## src/rtl/c1_pkg.sv

```systemverilog
// Shared constants and types for the C1 source-window read path.
package c1_pkg;

  localparam int unsigned IMG_W = 32;
  localparam int unsigned IMG_H = 32;
  localparam int unsigned K     = 5;
  localparam int unsigned DW    = 16;
  localparam int unsigned AW    = 32;
  localparam int unsigned CW    = 8;
  localparam int unsigned OUT_H = IMG_H - K + 1;

  // One FIFO entry: {col_data, col_x, row_y}
  localparam int unsigned FW = DW * K + 2 * CW;

  typedef enum logic [1:0] {
    StIdle,
    StIssue,
    StDrain
  } state_e;

endpackage

```

## src/rtl/c1_src_win_reader_if.sv

```systemverilog
// Bank read port plus the column stream towards the window shifter.
interface c1_src_win_reader_if;
  import c1_pkg::*;

  logic [AW*K-1:0] rd_addr_5P;
  logic [DW*K-1:0] rd_data_5P;
  logic            col_valid;
  logic            col_ready;
  logic [DW*K-1:0] col_data;
  logic [CW-1:0]   col_x;
  logic [CW-1:0]   row_y;
  logic            row_last;
  logic            frame_last;

  modport master (
    output rd_addr_5P,
    input  rd_data_5P,
    output col_valid,
    input  col_ready,
    output col_data,
    output col_x,
    output row_y,
    output row_last,
    output frame_last
  );

  modport slave (
    input  rd_addr_5P,
    output rd_data_5P,
    input  col_valid,
    output col_ready,
    input  col_data,
    input  col_x,
    input  row_y,
    input  row_last,
    input  frame_last
  );

endinterface

```

## src/rtl/c1_col_skid_fifo.sv

```systemverilog
// Two-entry synchronous FIFO for the column stream; count feeds the issue credit check.
module c1_col_skid_fifo import c1_pkg::*; #(
  parameter int unsigned Width = FW
) (
  input  logic             clk,
  input  logic             rst_n,
  input  logic             push_i,
  input  logic [Width-1:0] wdata_i,
  input  logic             pop_i,
  output logic [Width-1:0] rdata_o,
  output logic             empty_o,
  output logic [1:0]       count_o
);

  logic [Width-1:0] mem_q [2];
  logic             wr_ptr_q, rd_ptr_q;
  logic [1:0]       count_q, count_d;

  always_comb begin
    count_d = count_q;
    if (push_i && !pop_i) begin
      count_d = count_q + 2'd1;
    end else if (!push_i && pop_i) begin
      count_d = count_q - 2'd1;
    end
  end

  always_ff @(posedge clk or negedge rst_n) begin
    if (!rst_n) begin
      mem_q[0] <= '0;
      mem_q[1] <= '0;
      wr_ptr_q <= 1'b0;
      rd_ptr_q <= 1'b0;
      count_q  <= 2'd0;
    end else begin
      if (push_i) begin
        mem_q[wr_ptr_q] <= wdata_i;
        wr_ptr_q        <= ~wr_ptr_q;
      end
      if (pop_i) begin
        rd_ptr_q <= ~rd_ptr_q;
      end
      count_q <= count_d;
    end
  end

  assign rdata_o = mem_q[rd_ptr_q];
  assign empty_o = (count_q == 2'd0);
  assign count_o = count_q;

endmodule

```

## src/rtl/c1_src_win_reader.sv

```systemverilog
// Issues five-bank reads for every output column of a C1 frame and streams the
// returned 5-pixel columns downstream in x-fastest, then y, order.
module c1_src_win_reader import c1_pkg::*; #(
  parameter logic [AW-1:0] BASE_ADDR = '0
) (
  input  logic                clk,
  input  logic                rst_n,
  input  logic                start,
  output logic                busy,
  output logic                done,
  c1_src_win_reader_if.master bus
);

  state_e          state_q, state_d;
  logic [CW-1:0]   ix_q, ix_d, iy_q, iy_d;
  logic [AW-1:0]   row_base_q, row_base_d;
  logic [AW*K-1:0] rd_addr_q, lane_addr;
  logic            infl_q;
  logic [CW-1:0]   wr_x_q, wr_y_q;
  logic            busy_q, busy_d, done_q, done_d;

  logic            issue, start_ok, pop, credit_ok;
  logic [2:0]      occ;
  logic [FW-1:0]   fifo_rdata;
  logic            fifo_empty;
  logic [1:0]      fifo_count;

  assign pop      = bus.col_valid & bus.col_ready;
  // A pop this cycle frees its slot in time for the read issued now to land.
  assign occ       = {1'b0, fifo_count} + {2'b00, infl_q} - {2'b00, pop};
  assign credit_ok = (occ < 3'd2);
  assign start_ok  = (state_q == StIdle) && start && !done_q;

  // row_base tracks BASE_ADDR + iy*IMG_W; lane offsets are constants.
  always_comb begin
    lane_addr = '0;
    for (int p = 0; p < int'(K); p++) begin
      lane_addr[AW*p +: AW] = row_base_q + AW'(p * int'(IMG_W)) + AW'(ix_q);
    end
  end

  always_comb begin
    state_d    = state_q;
    ix_d       = ix_q;
    iy_d       = iy_q;
    row_base_d = row_base_q;
    issue      = 1'b0;
    done_d     = 1'b0;
    busy_d     = busy_q;

    unique case (state_q)
      StIdle: begin
        // Column (0,0) is issued in the start cycle itself.
        if (start_ok) begin
          issue   = 1'b1;
          busy_d  = 1'b1;
          state_d = StIssue;
        end
      end
      StIssue: begin
        issue = credit_ok;
      end
      StDrain: begin
        if (pop && bus.frame_last) begin
          done_d  = 1'b1;
          busy_d  = 1'b0;
          state_d = StIdle;
        end
      end
      default: state_d = StIdle;
    endcase

    if (issue) begin
      if (ix_q == CW'(IMG_W - 1)) begin
        ix_d = '0;
        if (iy_q == CW'(OUT_H - 1)) begin
          iy_d       = '0;
          row_base_d = BASE_ADDR;
          state_d    = StDrain;
        end else begin
          iy_d       = iy_q + CW'(1);
          row_base_d = row_base_q + AW'(IMG_W);
        end
      end else begin
        ix_d = ix_q + CW'(1);
      end
    end
  end

  always_ff @(posedge clk or negedge rst_n) begin
    if (!rst_n) begin
      state_q    <= StIdle;
      ix_q       <= '0;
      iy_q       <= '0;
      row_base_q <= BASE_ADDR;
      rd_addr_q  <= {K{BASE_ADDR}};
      infl_q     <= 1'b0;
      wr_x_q     <= '0;
      wr_y_q     <= '0;
      busy_q     <= 1'b0;
      done_q     <= 1'b0;
    end else begin
      state_q    <= state_d;
      ix_q       <= ix_d;
      iy_q       <= iy_d;
      row_base_q <= row_base_d;
      rd_addr_q  <= bus.rd_addr_5P;
      infl_q     <= issue;
      wr_x_q     <= ix_q;
      wr_y_q     <= iy_q;
      busy_q     <= busy_d;
      done_q     <= done_d;
    end
  end

  assign bus.rd_addr_5P = issue ? lane_addr : rd_addr_q;

  c1_col_skid_fifo #(
    .Width (FW)
  ) u_fifo (
    .clk     (clk),
    .rst_n   (rst_n),
    .push_i  (infl_q),
    .wdata_i ({bus.rd_data_5P, wr_x_q, wr_y_q}),
    .pop_i   (pop),
    .rdata_o (fifo_rdata),
    .empty_o (fifo_empty),
    .count_o (fifo_count)
  );

  assign {bus.col_data, bus.col_x, bus.row_y} = fifo_rdata;
  assign bus.col_valid  = !fifo_empty;
  assign bus.row_last   = (bus.col_x == CW'(IMG_W - 1));
  assign bus.frame_last = bus.row_last && (bus.row_y == CW'(OUT_H - 1));

  assign busy = busy_q;
  assign done = done_q;

endmodule

```

## src/flat_wrapper.sv

```systemverilog
// flat-port wrapper written by rule: the top's interface ports become plain ports
module c1_src_win_reader_flat import c1_pkg::*;
#(
  parameter logic [AW-1:0] BASE_ADDR = '0
)
  (clk, rst_n, start, busy, done, bus_rd_addr_5P, bus_rd_data_5P, bus_col_valid, bus_col_ready, bus_col_data, bus_col_x, bus_row_y, bus_row_last, bus_frame_last);
  c1_src_win_reader_if bus_i ();
  input  logic clk;
  input  logic rst_n;
  input  logic start;
  output logic busy;
  output logic done;
  output wire logic [$bits(bus_i.rd_addr_5P)-1:0] bus_rd_addr_5P;
  input wire logic [$bits(bus_i.rd_data_5P)-1:0] bus_rd_data_5P;
  output wire logic [$bits(bus_i.col_valid)-1:0] bus_col_valid;
  input wire logic [$bits(bus_i.col_ready)-1:0] bus_col_ready;
  output wire logic [$bits(bus_i.col_data)-1:0] bus_col_data;
  output wire logic [$bits(bus_i.col_x)-1:0] bus_col_x;
  output wire logic [$bits(bus_i.row_y)-1:0] bus_row_y;
  output wire logic [$bits(bus_i.row_last)-1:0] bus_row_last;
  output wire logic [$bits(bus_i.frame_last)-1:0] bus_frame_last;
  assign bus_rd_addr_5P = bus_i.rd_addr_5P;
  assign bus_i.rd_data_5P = bus_rd_data_5P;
  assign bus_col_valid = bus_i.col_valid;
  assign bus_i.col_ready = bus_col_ready;
  assign bus_col_data = bus_i.col_data;
  assign bus_col_x = bus_i.col_x;
  assign bus_row_y = bus_i.row_y;
  assign bus_row_last = bus_i.row_last;
  assign bus_frame_last = bus_i.frame_last;
  c1_src_win_reader #(.BASE_ADDR(BASE_ADDR)) u_core (.clk(clk), .rst_n(rst_n), .start(start), .busy(busy), .done(done), .bus(bus_i));
endmodule
```

## config.mk

```make
export PLATFORM = sky130hd
export DESIGN_NAME = c1_src_win_reader_flat
export DESIGN_NICKNAME = d
export VERILOG_FILES = /design/src/rtl/c1_pkg.sv /design/src/rtl/c1_src_win_reader_if.sv /design/src/rtl/c1_col_skid_fifo.sv /design/src/rtl/c1_src_win_reader.sv /design/src/flat_wrapper.sv
export SDC_FILE = /design/constraint.sdc
export NUM_CORES = 1
export LEC_CHECK = 0
export BUFFER_PORTS_ARGS = -buffer_cell sky130_fd_sc_hd__clkbuf_2
export CAP_MARGIN = 20
export CELL_PAD_IN_SITES_DETAIL_PLACEMENT = 1
export CELL_PAD_IN_SITES_GLOBAL_PLACEMENT = 2
export CORE_MARGIN = 5
export CORE_UTILIZATION = 33
export DETAILED_ROUTE_END_ITERATION = 16
export PLACE_DENSITY = 0.79
export SKIP_CTS_REPAIR_TIMING = 1
export SLEW_MARGIN = 20
export SYNTH_ARGS = -nofsm -noshare
export SYNTH_HDL_FRONTEND = slang
export SYNTH_HIERARCHICAL = 1
export SYNTH_SLANG_ARGS = --single-unit
```

## constraint.sdc

```tcl
create_clock -name clk -period 4.33 [get_ports clk]
set_clock_uncertainty 0.15 [all_clocks]
set_input_delay 0.866 -clock clk [delete_from_list [all_inputs] [get_ports clk]]
set_output_delay 0.866 -clock clk [all_outputs]
set_load 0.005 [all_outputs]
```

---- Word level (Yosys, flattened, before mapping) ----
Index checks and enable logic that the tools add are counted.
Widths: inputs -> output; s select.
word-level totals
  bits in registers ....................... 425
  input bits .............................. 84
operators by class
  add/subtract/negate cells ............... 15
  magnitude comparators ................... 4
  equal/unequal tests ..................... 8
  multiplexer cells ....................... 25
  bitwise logic cells ..................... 5
  reductions and logical operators ........ 17
operators by type and width
  kind                   number
  $mux 96                4
  $bwmux 192             1
  $add 32x8->32          5
  $mux 160               1
  $demux 96 s1           1
  $add 32x7->32 const B  2
  $add 32x6->32 const B  1
  $add 32x8->32 const B  1
  $eq 8x5->1 const B     4
  $mux 32                1
  $add 8x1->8 const B    2
  $mux 8                 2
  $mux 2                 7
  $logic_and 1x1->1      7
  $pmux 2 s3             1
  $mux 1                 5
  $ge 2x2->1 const B     2
  $logic_not 1->1        4
  $logic_not 2->1        2
  $ne 2x1->1 const B     2
  $not 1->2              2
  $pmux 1 s2             2
  $reduce_bool 2->1      2
  $add 2x1->3            1
  11 further kinds       12

---- Depth between registers and ports, before layout ----
Gate-level depths: netlist of run 1.
  word-level depth ........................ 12
  gate-level depth with buffers ........... 14
  gate-level depth less buffers ........... 12

---- Modules after synthesis ----
The synthesis of run 1 kept the hierarchy.
modules (own cells, without submodules)
  module             times used  cells each  area each (µm²)
  c1_src_win_reader  1           1234        11322.1
  c1_col_skid_fifo   1           527         8633.3

---- Worst setup path before layout of run 1 ----
OpenSTA, ideal clock, no wires.
  path kind ............................... in2out
  start ................................... input bus_col_ready
  end ..................................... output bus_rd_addr_5P[61]
  arrival time ............................ 3.584 ns
  required time ........................... 3.314 ns
  setup slack ............................. -0.270 ns
  stages on the path ...................... 13
  cells stage by stage .................... nor2b_1 ha_1 nand2b_1 fa_1 xnor2_1 a31oi_1 or2_2 clkbuf_1 inv_1 clkbuf_1 buf_1 o311ai_0 nand3_1
between the ends
  cells in the longest elaborated chain, start to end .. 5
RTL lines
  element             RTL line                  text
  start: declaration  flat_wrapper.sv:16        input wire logic [$bits(bus_i.col_ready)-1:0] bus_col_ready;
  $and 1x1->1         c1_src_win_reader.sv:28   assign pop = bus.col_valid & bus.col_ready;
  $sub 3x1->3         c1_src_win_reader.sv:30   assign occ = {1'b0, fifo_count} + {2'b00, infl_q} - {2'b00, pop};
  $lt 3x2->1          c1_src_win_reader.sv:31   assign credit_ok = (occ < 3'd2);
  $pmux 1 s2          c1_src_win_reader.sv:51   unique case (state_q)
  $mux 160            c1_src_win_reader.sv:116  assign bus.rd_addr_5P = issue ? lane_addr : rd_addr_q;
  end: declaration    flat_wrapper.sv:13        output wire logic [$bits(bus_i.rd_addr_5P)-1:0] bus_rd_addr_5P;
No other way between the ends.

---- Worst setup path after layout of run 1 ----
  start ................................... register u_core.row_base_q[5]
  end ..................................... output bus_rd_addr_5P[63]
between the ends
  cells in the longest elaborated chain, start to end .. 3
RTL lines
  element                   RTL line                  text
  start: declaration        c1_src_win_reader.sv:16   logic [AW-1:0] row_base_q, row_base_d;
  start signal: assignment  c1_src_win_reader.sv:106  row_base_q <= row_base_d;
  $add 32x6->32             c1_src_win_reader.sv:38   lane_addr[AW*p +: AW] = row_base_q + AW'(p * int'(IMG_W)) + AW'(ix_q);
  $add 32x8->32             c1_src_win_reader.sv:38
  $mux 160                  c1_src_win_reader.sv:116
No other way between the ends.

==> metrics, run 1 <==
status=finished, violations left; violated checks=negative setup slack; Simple-Gate Fraction of Synth Area=11.98%; IO Pins=345; most frequent cells in the layout=413 x dfrtp_1, 316 x clkbuf_2, 250 x mux2_2; initial antenna violation count=1; adder-cell area share of the yosys netlist=1.806%; grt total ovfl=0; internal power=0.01291 W; final wirelength=67.22 mm; detailed router's first-iteration violation count=735; clock tree from TritonCTS=done; # setup viols final=155; Leak=12.22 nW; Worst EP required=3310 ps; first-pass GRT wire length=98.81 mm; Fill cells=6470; Die ar.=0.06549 mm^2; NetSw=0.007221 W; core area=0.06013 mm^2; main combinational cell family by area after synthesis=multiplexers; Period minus WS final=4701 ps; fin. max-slew vios=0; largest net degree at the start of global routing=97; Synth Net Count=1872; crit end category=output pin; Port Buffers=344; DRC errors left=0; Comb power frac=50.0%; Clock Power Share=21.3%; P per Cell Area=752.7 mW/mm^2; unrepaired setup endpoints after global routing=true; chip width=255.9 um; hpwl dp=47.13 mm; area fraction of the dominant cell type after synthesis=52.67%; YS warnings=6; area of the multi-input gates=0.009605 mm^2; Seq cells post-synth=420; WS Path Type=flip-flop to output pin; Reg2Reg Depth=14; mux contribution to synthesized area=17.12%; Layout Cells excl Fill=3063; xor and xnor area share after synthesis=6.496%; Initial Util=33.19%; Slew @ Worst Pin=1103 ps; H-tree depth=2; leading post-synthesis cells by cell area=dfrtp_1 53%, mux2_2 14%, nand2_1 5.4%; Seq. cell area=0.01052 mm^2; part of the power in registers=28.7%; leading cell type in the layout, fill and taps excluded=dfrtp_1; Fin. Hold Viols=0; post-DR vias/cell=5.053; Final GP Congestion=0.8903; vias in the first global route=16640; Clock Tree Root=clkbuf_16; via count=15480; register area share after synthesis=52.67%; Most used DFF post-synth=dfrtp_1; Tcrit/Tclk final=108.6%; Netlist cell types=63; Synth async-reset ratio=100.0%; WL/cell=21.95 um; total clock sinks=420; Nets=2352; total CTS buffers=49; DR pass1 iterations=5; # Max-Cap Violations=0; Layout Area Growth over Synthesis=33.99%; share of cells above drive strength 1=46.99%; Post-Place Cells=2924; Overall Power=0.02013 W; GR Util All Layers=18.84%; HP Class=input pin to async pin; Row Count=90; placed cell area=0.02336 mm^2; Post-Syn Area=0.01996 mm^2; Synth area leader=dfrtp_1; maximum VDD drop=0.0003766 V; CP max FO=6; highest clock rate=212.7 MHz; Mapped Cells=1761; compound-cell area share of the yosys netlist=6.533%; Max Root-Sink Buffers=3; Reg clk slew, reported paths=60 ps; Rel. slew slack=26.33%; sw frac=35.88%; Avg Cell Area, Syn=11.33 um^2; Post-synth EDFFs=0; Antenna Nets Post-Route=0; design area=0.02674 mm^2; final worst slack=-370.5 ps; Worst Path Arrival=3680 ps; CP Launch Type=flip-flop; die span in y=255.9 um; Clock Latency Late Sink=600 ps
==> sequential cells by signal (all words and copies together) (netlist names) <==
register and flops:
u_core/u_fifo/mem_q 192, u_core/rd_addr_q 160, u_core/row_base_q 27, u_core/ix_q 8, u_core/iy_q 8, u_core/wr_x_q 8
u_core/wr_y_q 8, u_core/state_q 2, u_core/u_fifo/count_o 2, u_core/busy 1, u_core/done 1, u_core/infl_q 1
u_core/u_fifo/rd_ptr_q 1, u_core/u_fifo/wr_ptr_q 1
==> power groups by stage <==
stage | Clock, W | Combinational, W | Sequential, W
final | 0.00430 | 0.0101 | 0.00577
after global routing | 0.00460 | 0.0108 | 0.00589
after CTS | 0.00444 | 0.00736 | 0.00576
after detailed placement | 0 | 0.00731 | 0.00582
after global placement | 0 | 0.00709 | 0.00571
after floorplan | 0 | 0.00425 | 0.00555
==> per-stage QoR <==
step                worst slack (ps)  hold WS (ps)  utilization (%)  TNS [ps]
detailed placement            -214.9         275.0            38.85    -18690
CTS                           -788.3         168.7            41.63    -67160
global placement              -213.6         270.4            38.85    -15880
floorplan                      21.83         201.9                -         0
global route                  -499.8         200.0            44.46    -53290
finish                        -370.5         122.8            44.47    -30360
==> metal layers <==
metal	up-vias	global-route usage (%)	wire, um
met2	393	33.17	34180
li1	7008	-	-
met3	121	3.581	2898
met1	7955	23.01	27790
met4	0	7.046	2348
met5	-	0	0
==> worst paths after layout <==
kind / slack (ps) / endpoint / startpoint
setup reg to reg: 840 / u_core/ix_q[5] / u_core/u_fifo/count_o[0]
max in group asynchronous: 2750 / u_core/rd_addr_q[34] / rst_n
hold / removal: 120 / u_core/u_fifo/mem_q[136] / rst_n
setup / recovery: -370 / bus_rd_addr_5P[63] / u_core/row_base_q[5]
hold reg to reg: 280 / u_core/wr_y_q[7] / u_core/iy_q[7]
min in group clk: 280 / u_core/wr_y_q[7] / u_core/iy_q[7]
==> critical path, cell delays in order, from the launching register on <==
cell,delay (ps)
dfrtp_1,420
ha_4,270
ha_4,270
a21o_1,170
a21oi_2,90
or4b_4,570
nor3_4,260
nand4_4,210
or3_1,370
a221o_1,320
buf_2,140
==> cell families after synthesis <==
group | after synthesis
AO/OA/AOI/OAI | 229
XOR/XNOR | 148
adder cells (fa/ha/maj) | 27
buffers and inverters | 136
flip-flops | 420
multiplexers | 290
other | 1
AND/OR/NAND/NOR | 510
==> cell usage after synthesis, types with 5 or more instances <==
cell and n:
nor4_1 10, nand4_1 22, and4_1 7, nor2b_1 5, ha_1 24, mux2_2 250
nor2_1 58, nor3_1 29, xor2_1 57, and2_1 14, xnor2_1 91, a21oi_1 15
a21o_1 8, nor3_2 5, o31ai_1 14, and3_1 9, buf_1 11, or3_1 16
buf_6 6, inv_1 22, mux2_4 40, clkbuf_1 55, nand3_1 24, dfrtp_1 420
o21ai_0 159, a31oi_1 7, buf_4 11, nand2_1 285, buf_2 27
==> layout make-up <==
cell class | count | area share (%)
diodes | 2 | 0.01872
clock buffers | 65 | 5.035
clock inverters | 24 | 1.217
inverters | 22 | 0.3088
multi-input cells | 1206 | 35.92
flip-flops and latches | 420 | 39.35
well taps | 782 | 3.659
repair buffers | 542 | 14.49
(Power assumes the default switching activity.)
==> run 2, diff against run 1 <==
- CORE_MARGIN: 5 -> 1
==> metrics, run 2 (same netlist as run 1, synthesis figures left out) <==
first-pass GRT wire length=95.39 mm (-3.5%); Leak=13.62 nW (+11%); highest clock rate=210.9 MHz (-0.87%); DRC errors left=0 (unchanged); HP Class=input pin to async pin; Clock Tree Root=clkbuf_16; Period minus WS final=4742 ps (+41.06 ps); # setup viols final=157 (+1.3%); design area=0.02989 mm^2 (+12%); status=finished, violations left; placed cell area=0.02329 mm^2 (-0.32%); WS Path Type=flip-flop to output pin; vias in the first global route=16140 (-3.0%); DR pass1 iterations=5 (unchanged); hpwl dp=45.55 mm (-3.4%); largest net degree at the start of global routing=110 (+13%); unrepaired setup endpoints after global routing=true; leading cell type in the layout, fill and taps excluded=dfrtp_1; Port Buffers=344 (unchanged); WL/cell=23.14 um (+5.4%); crit path buf inv count=2 (+1); P per Cell Area=830.1 mW/mm^2 (+10%); Fin. Hold Viols=0 (unchanged); Layout Area Growth over Synthesis=49.79%; post-DR vias/cell=5.137 (+1.7%); Worst EP required=3310 ps (about the same); crit-path cells=ha_4 > ha_4 > a21o_1 > a21oi_2 > or4b_4 > nor3_4 > nand4_4 > buf_4 > or4b_4 > nand3_2 > clkbuf_2; fin. max-slew vios=0 (unchanged); most frequent cells in the layout=407 x dfrtp_1, 248 x mux2_2, 236 x clkbuf_2; crit end category=output pin; Biggest register=u_core/u_fifo/mem_q; Initial Util=33.62% (+0.44 points); maximum VDD drop=0.0005323 V (+41%); total clock sinks=420 (unchanged); Fill cells=6099 (-5.7%); dpl ws=-208.3 ps (+6.605 ps); core area=0.05935 mm^2 (-1.3%); Antenna Nets Post-Route=0 (unchanged); # Max-Cap Violations=0 (unchanged); max reg flops=192 (unchanged); final wirelength=72.79 mm (+8.3%); CP max FO=3 (-3); GR Util All Layers=20.07% (+1.2 points); Tcrit/Tclk final=109.5% (+0.95 points); grt total ovfl=0 (unchanged); H-tree depth=2 (unchanged); Reg clk slew, reported paths=60 ps (about the same); clock tree from TritonCTS=done; via count=16160 (+4.4%); area of the multi-input gates=0.01138 mm^2 (+18%); r2r setup slk=520 ps (-320 ps); top flop regs=u_core/u_fifo/mem_q (192), u_core/rd_addr_q (160), u_core/row_base_q (27); Die ar.=0.06146 mm^2 (-6.2%); Nets=2444 (+3.9%); share of cells above drive strength 1=58.05% (+11 points); Max Root-Sink Buffers=3 (unchanged); detailed router's first-iteration violation count=614 (-16%); violated checks=negative setup slack; Clock Latency Late Sink=610 ps (about the same); die span in y=247.9 um (-3.1%); Rel. slew slack=33.40% (+7.1 points); Worst Path Arrival=3730 ps (+50 ps); total CTS buffers=49 (unchanged); Slew @ Worst Pin=999.1 ps (-103.7 ps); chip width=247.9 um (-3.1%); CP Launch Type=flip-flop; final worst slack=-411.6 ps (-41.06 ps); Row Count=89 (-1.1%); largest delay contributor family on the critical path=simple AND/OR/NAND/NOR gates; Seq. cell area=0.01053 mm^2 (about the same); initial antenna violation count=0 (-1); Final GP Congestion=0.9006 (+1.2%); CP max stage delay=580 ps (about the same); IO Pins=345 (unchanged); slowest CP cell=or4b_4
## run 2: cell type report
cell class,count,share of cell area [%]
Timing Repair Buffer,635,17.48
Antenna cell,1,0.008372
Clock inverter,19,0.8707
Inverter,22,0.3014
Clock buffer,71,4.818
Sequential cell,420,35.22
Tap cell,773,3.236
Multi-Input combinational cell,1205,38.06
## run 2: metrics by stage
step | hold slack [ps] | utilization [%] | TNS [ps] | instances | total power (W)
after detailed placement | 275.2 | 39.23 | -9227 | 2900 | 0.01302
final | 162.7 | 50.36 | -25780 | 3146 | 0.02481
after global routing | 229.5 | 50.36 | -49030 | 3145 | 0.02601
after CTS | 206.4 | 42.10 | -61530 | 2990 | 0.01752
after global placement | 274.5 | 39.23 | -9573 | 2900 | 0.01272
after floorplan | 201.9 | - | 0 | 1761 | 0.009805
## run 2: metal layers
metal / GRT usage, % / vias up / share of wire [%]
li1: - / 7198 / -
met1: 25.07 / 8358 / 40
met2: 34.61 / 479 / 52
met3: 3.731 / 126 / 5.5
met4: 6.767 / 0 / 3.1
met5: 0 / - / 0
## run 2: worst reg2reg max path, cell delays in order, from the launching register on
cell,delay [ps]
dfrtp_1,410
nor2_4,150
nor2b_4,60
ha_4,230
nand2b_4,140
fa_2,570
a31oi_2,110
or2_4,330
buf_12,150
buf_8,120
inv_8,60
clkbuf_16,130
clkbuf_16,150
buf_4,120
buf_4,110
nand4_1,190
or3_1,370
a21oi_1,180
## run 2: worst paths after layout
kind,start,end,cells past startpoint
setup / recovery,u_core/row_base_q[6],bus_rd_addr_5P[61],11
hold / removal,rst_n,u_core/u_fifo/mem_q[134],1
setup reg to reg,u_core/u_fifo/count_o[1],u_core/ix_q[5],17
hold reg to reg,u_core/iy_q[7],u_core/wr_y_q[7],0
max in group asynchronous,rst_n,u_core/rd_addr_q[82],2
min in group clk,u_core/iy_q[7],u_core/wr_y_q[7],0
## run 2: report_power, final
| part | internal, W | leakage [nW] | switching (W) |
|---|---|---|---|
| clock network | 0.00262 | 0.826 | 0.00176 |
| logic | 0.00781 | 7.48 | 0.00678 |
| registers | 0.00515 | 5.31 | 0.000698 |
| total | 0.0156 | 13.6 | 0.00924 |
==> run 3, diff against run 2 <==
--- a/constraint.sdc
+++ b/constraint.sdc
@@ -3,3 +3,3 @@
 set_input_delay 0.866 -clock clk [delete_from_list [all_inputs] [get_ports clk]]
 set_output_delay 0.866 -clock clk [all_outputs]
-set_load 0.005 [all_outputs]
+set_load 0.1 [all_outputs]
==> metrics, run 3 (same netlist as run 1, synthesis figures left out) <==
Port Buffers=344 (unchanged); largest net degree at the start of global routing=101 (-8.2%); hpwl dp=48.27 mm (+6.0%); Final GP Congestion=0.8998 (about the same); vias in the first global route=17140 (+6.2%); # setup viols final=159 (+1.3%); Initial Util=33.62% (unchanged); detailed router's first-iteration violation count=976 (+59%); status=finished, violations left; r2r setup slk=640 ps (+120 ps); Critical R2R Capture=u_core/ix_q[5]; Clock Tree Root=clkbuf_16; Antenna Cells=0 (-1); Worst EP required=3310 ps (about the same); crit end category=output pin; CP Launch Type=flip-flop; post-DR vias/cell=5.309 (+3.3%); WS Path Type=flip-flop to output pin; Antenna Nets Post-Route=0 (unchanged); IO Pins=345 (unchanged); crit-path cells=buf_4 > and4_1 > buf_4 > nand4_1 > nor3_1 > xor2_2 > nand3_1 > or3_1 > a221o_2 > buf_12; violated checks=negative setup slack; grt total ovfl=0 (unchanged); core area=0.05935 mm^2 (unchanged); DRC errors left=0 (unchanged); Clock Latency Late Sink=610 ps (about the same); share of cells above drive strength 1=59.63% (+1.6 points); # Max-Cap Violations=0 (unchanged); fin. max-slew vios=0 (unchanged); Reg clk slew, reported paths=70 ps (about the same); highest clock rate=199.3 MHz (-5.5%); Reg2Reg Depth=17 (unchanged); Die ar.=0.06146 mm^2 (unchanged); origin of the critical flop-to-flop path=u_core/u_fifo/count_o[0]; Layout Area Growth over Synthesis=64.07%; Crit path depth=10 (-1); cell mode on critical path=buf_4; Post-Place Cells=2990 (+3.1%); Nets=2515 (+2.9%); Fin. Hold Viols=0 (unchanged); top flop regs=u_core/u_fifo/mem_q (192), u_core/rd_addr_q (160), u_core/row_base_q (27); Tcrit/Tclk final=115.9% (+6.4 points); Max Root-Sink Buffers=3 (unchanged); design area=0.03274 mm^2 (+9.5%); via count=17080 (+5.7%); DR pass1 iterations=7 (+2); CP max FO=7 (+4); leading cell type in the layout, fill and taps excluded=dfrtp_1; Row Count=89 (unchanged); placed cell area=0.02690 mm^2 (+16%); Worst Setup SP=u_core/row_base_q[17]; final wirelength=81.37 mm (+12%); HP Class=input pin to async pin; unrepaired setup endpoints after global routing=true; crit path buf inv count=3 (+1); final worst slack=-687.4 ps (-275.8 ps); Worst Path Arrival=4000 ps (+270 ps); WL/cell=25.28 um (+9.3%); most frequent cells in the layout=413 x dfrtp_1, 248 x mux2_2, 237 x buf_4; chip width=247.9 um (unchanged); Slew @ Worst Pin=974.3 ps (-24.76 ps); GR Util All Layers=21.43% (+1.4 points); slowest CP cell=dfrtp_2; Biggest register=u_core/u_fifo/mem_q; Rel. slew slack=35.05% (+1.7 points); Period minus WS final=5017 ps (+275.8 ps); first-pass GRT wire length=101.5 mm (+6.4%); die span in y=247.9 um (unchanged); total clock sinks=420 (unchanged); CP max stage delay=480 ps (-100 ps); clock tree from TritonCTS=done; total CTS buffers=50 (+2.0%); H-tree depth=2 (unchanged); max reg flops=192 (unchanged); initial antenna violation count=0 (unchanged); Layout Cells excl Fill=3218 (+2.3%); largest delay contributor family on the critical path=simple AND/OR/NAND/NOR gates
## run 3: cell types whose count changed in the layout (fill, tap and decap cells not counted), moves of 8 or more
cell      delta
buf_12     +151
buf_2       -68
buf_4       +55
clkbuf_2    -53
buf_6       -22
o21ai_2     -17
xor2_1      -12
xor2_2      +12
nand2_2     +10
nor2_4       +8
o21ai_1      +8
o21ai_4      +8
## run 3: how the worst max path moves through the flow
stage                                      to  slack [ps]
final                      bus_rd_addr_5P[63]        -690
after global routing       bus_rd_addr_5P[63]        -680
after CTS                  bus_rd_addr_5P[59]        -760
after detailed placement   bus_rd_addr_5P[12]        -330
after global placement     bus_rd_addr_5P[12]        -320
after floorplan           bus_rd_addr_5P[104]       -1490
## run 3: cell type report
type / instances / area [um^2]
multi-input cells: 1206 / 11520
clock buffers: 70 / 1438
fillers: 5833 / 26610
clock inverters: 23 / 305.3
repair buffers: 704 / 7896
inverters: 22 / 92.59
well taps: 773 / 967.2
flip-flops and latches: 420 / 10520
## run 3: metrics by stage
| step | hold WS [ps] | worst slack (ps) | TNS, ps | util, % |
|---|---|---|---|---|
| after floorplan | 201.9 | -1491 | -223990 | - |
| after global placement | 275.4 | -315.4 | -15610 | 45.33 |
| after detailed placement | 282.0 | -333.8 | -20990 | 45.33 |
| after CTS | 175.0 | -762.8 | -77940 | 48.27 |
| after global routing | 229.3 | -683.0 | -50000 | 55.16 |
| final | 176.9 | -687.4 | -36890 | 55.16 |
## run 3: worst reg2reg max path, stage by stage (launching register included)
cell       delay [ps]
dfrtp_2           450
nor2_4            150
nor2b_4            60
ha_4              200
nand2b_4          130
fa_2              540
a31oi_2           120
buf_4             170
or2_4             300
inv_8             110
buf_6             110
clkbuf_16         140
buf_4             110
buf_4             100
buf_4             120
nand4_1           180
or3_1             350
a21oi_1           140
## run 3: routing by layer
layer / track usage (%) / wire length (um)
met4: 9.617 / 4506
met3: 4.596 / 5214
met2: 37.43 / 41560
met1: 25.08 / 30080
met5: 0 / 0
Power of run 3 is not shown: default switching activity piles up to over one toggle a cycle in this logic, so the estimate is an artifact.
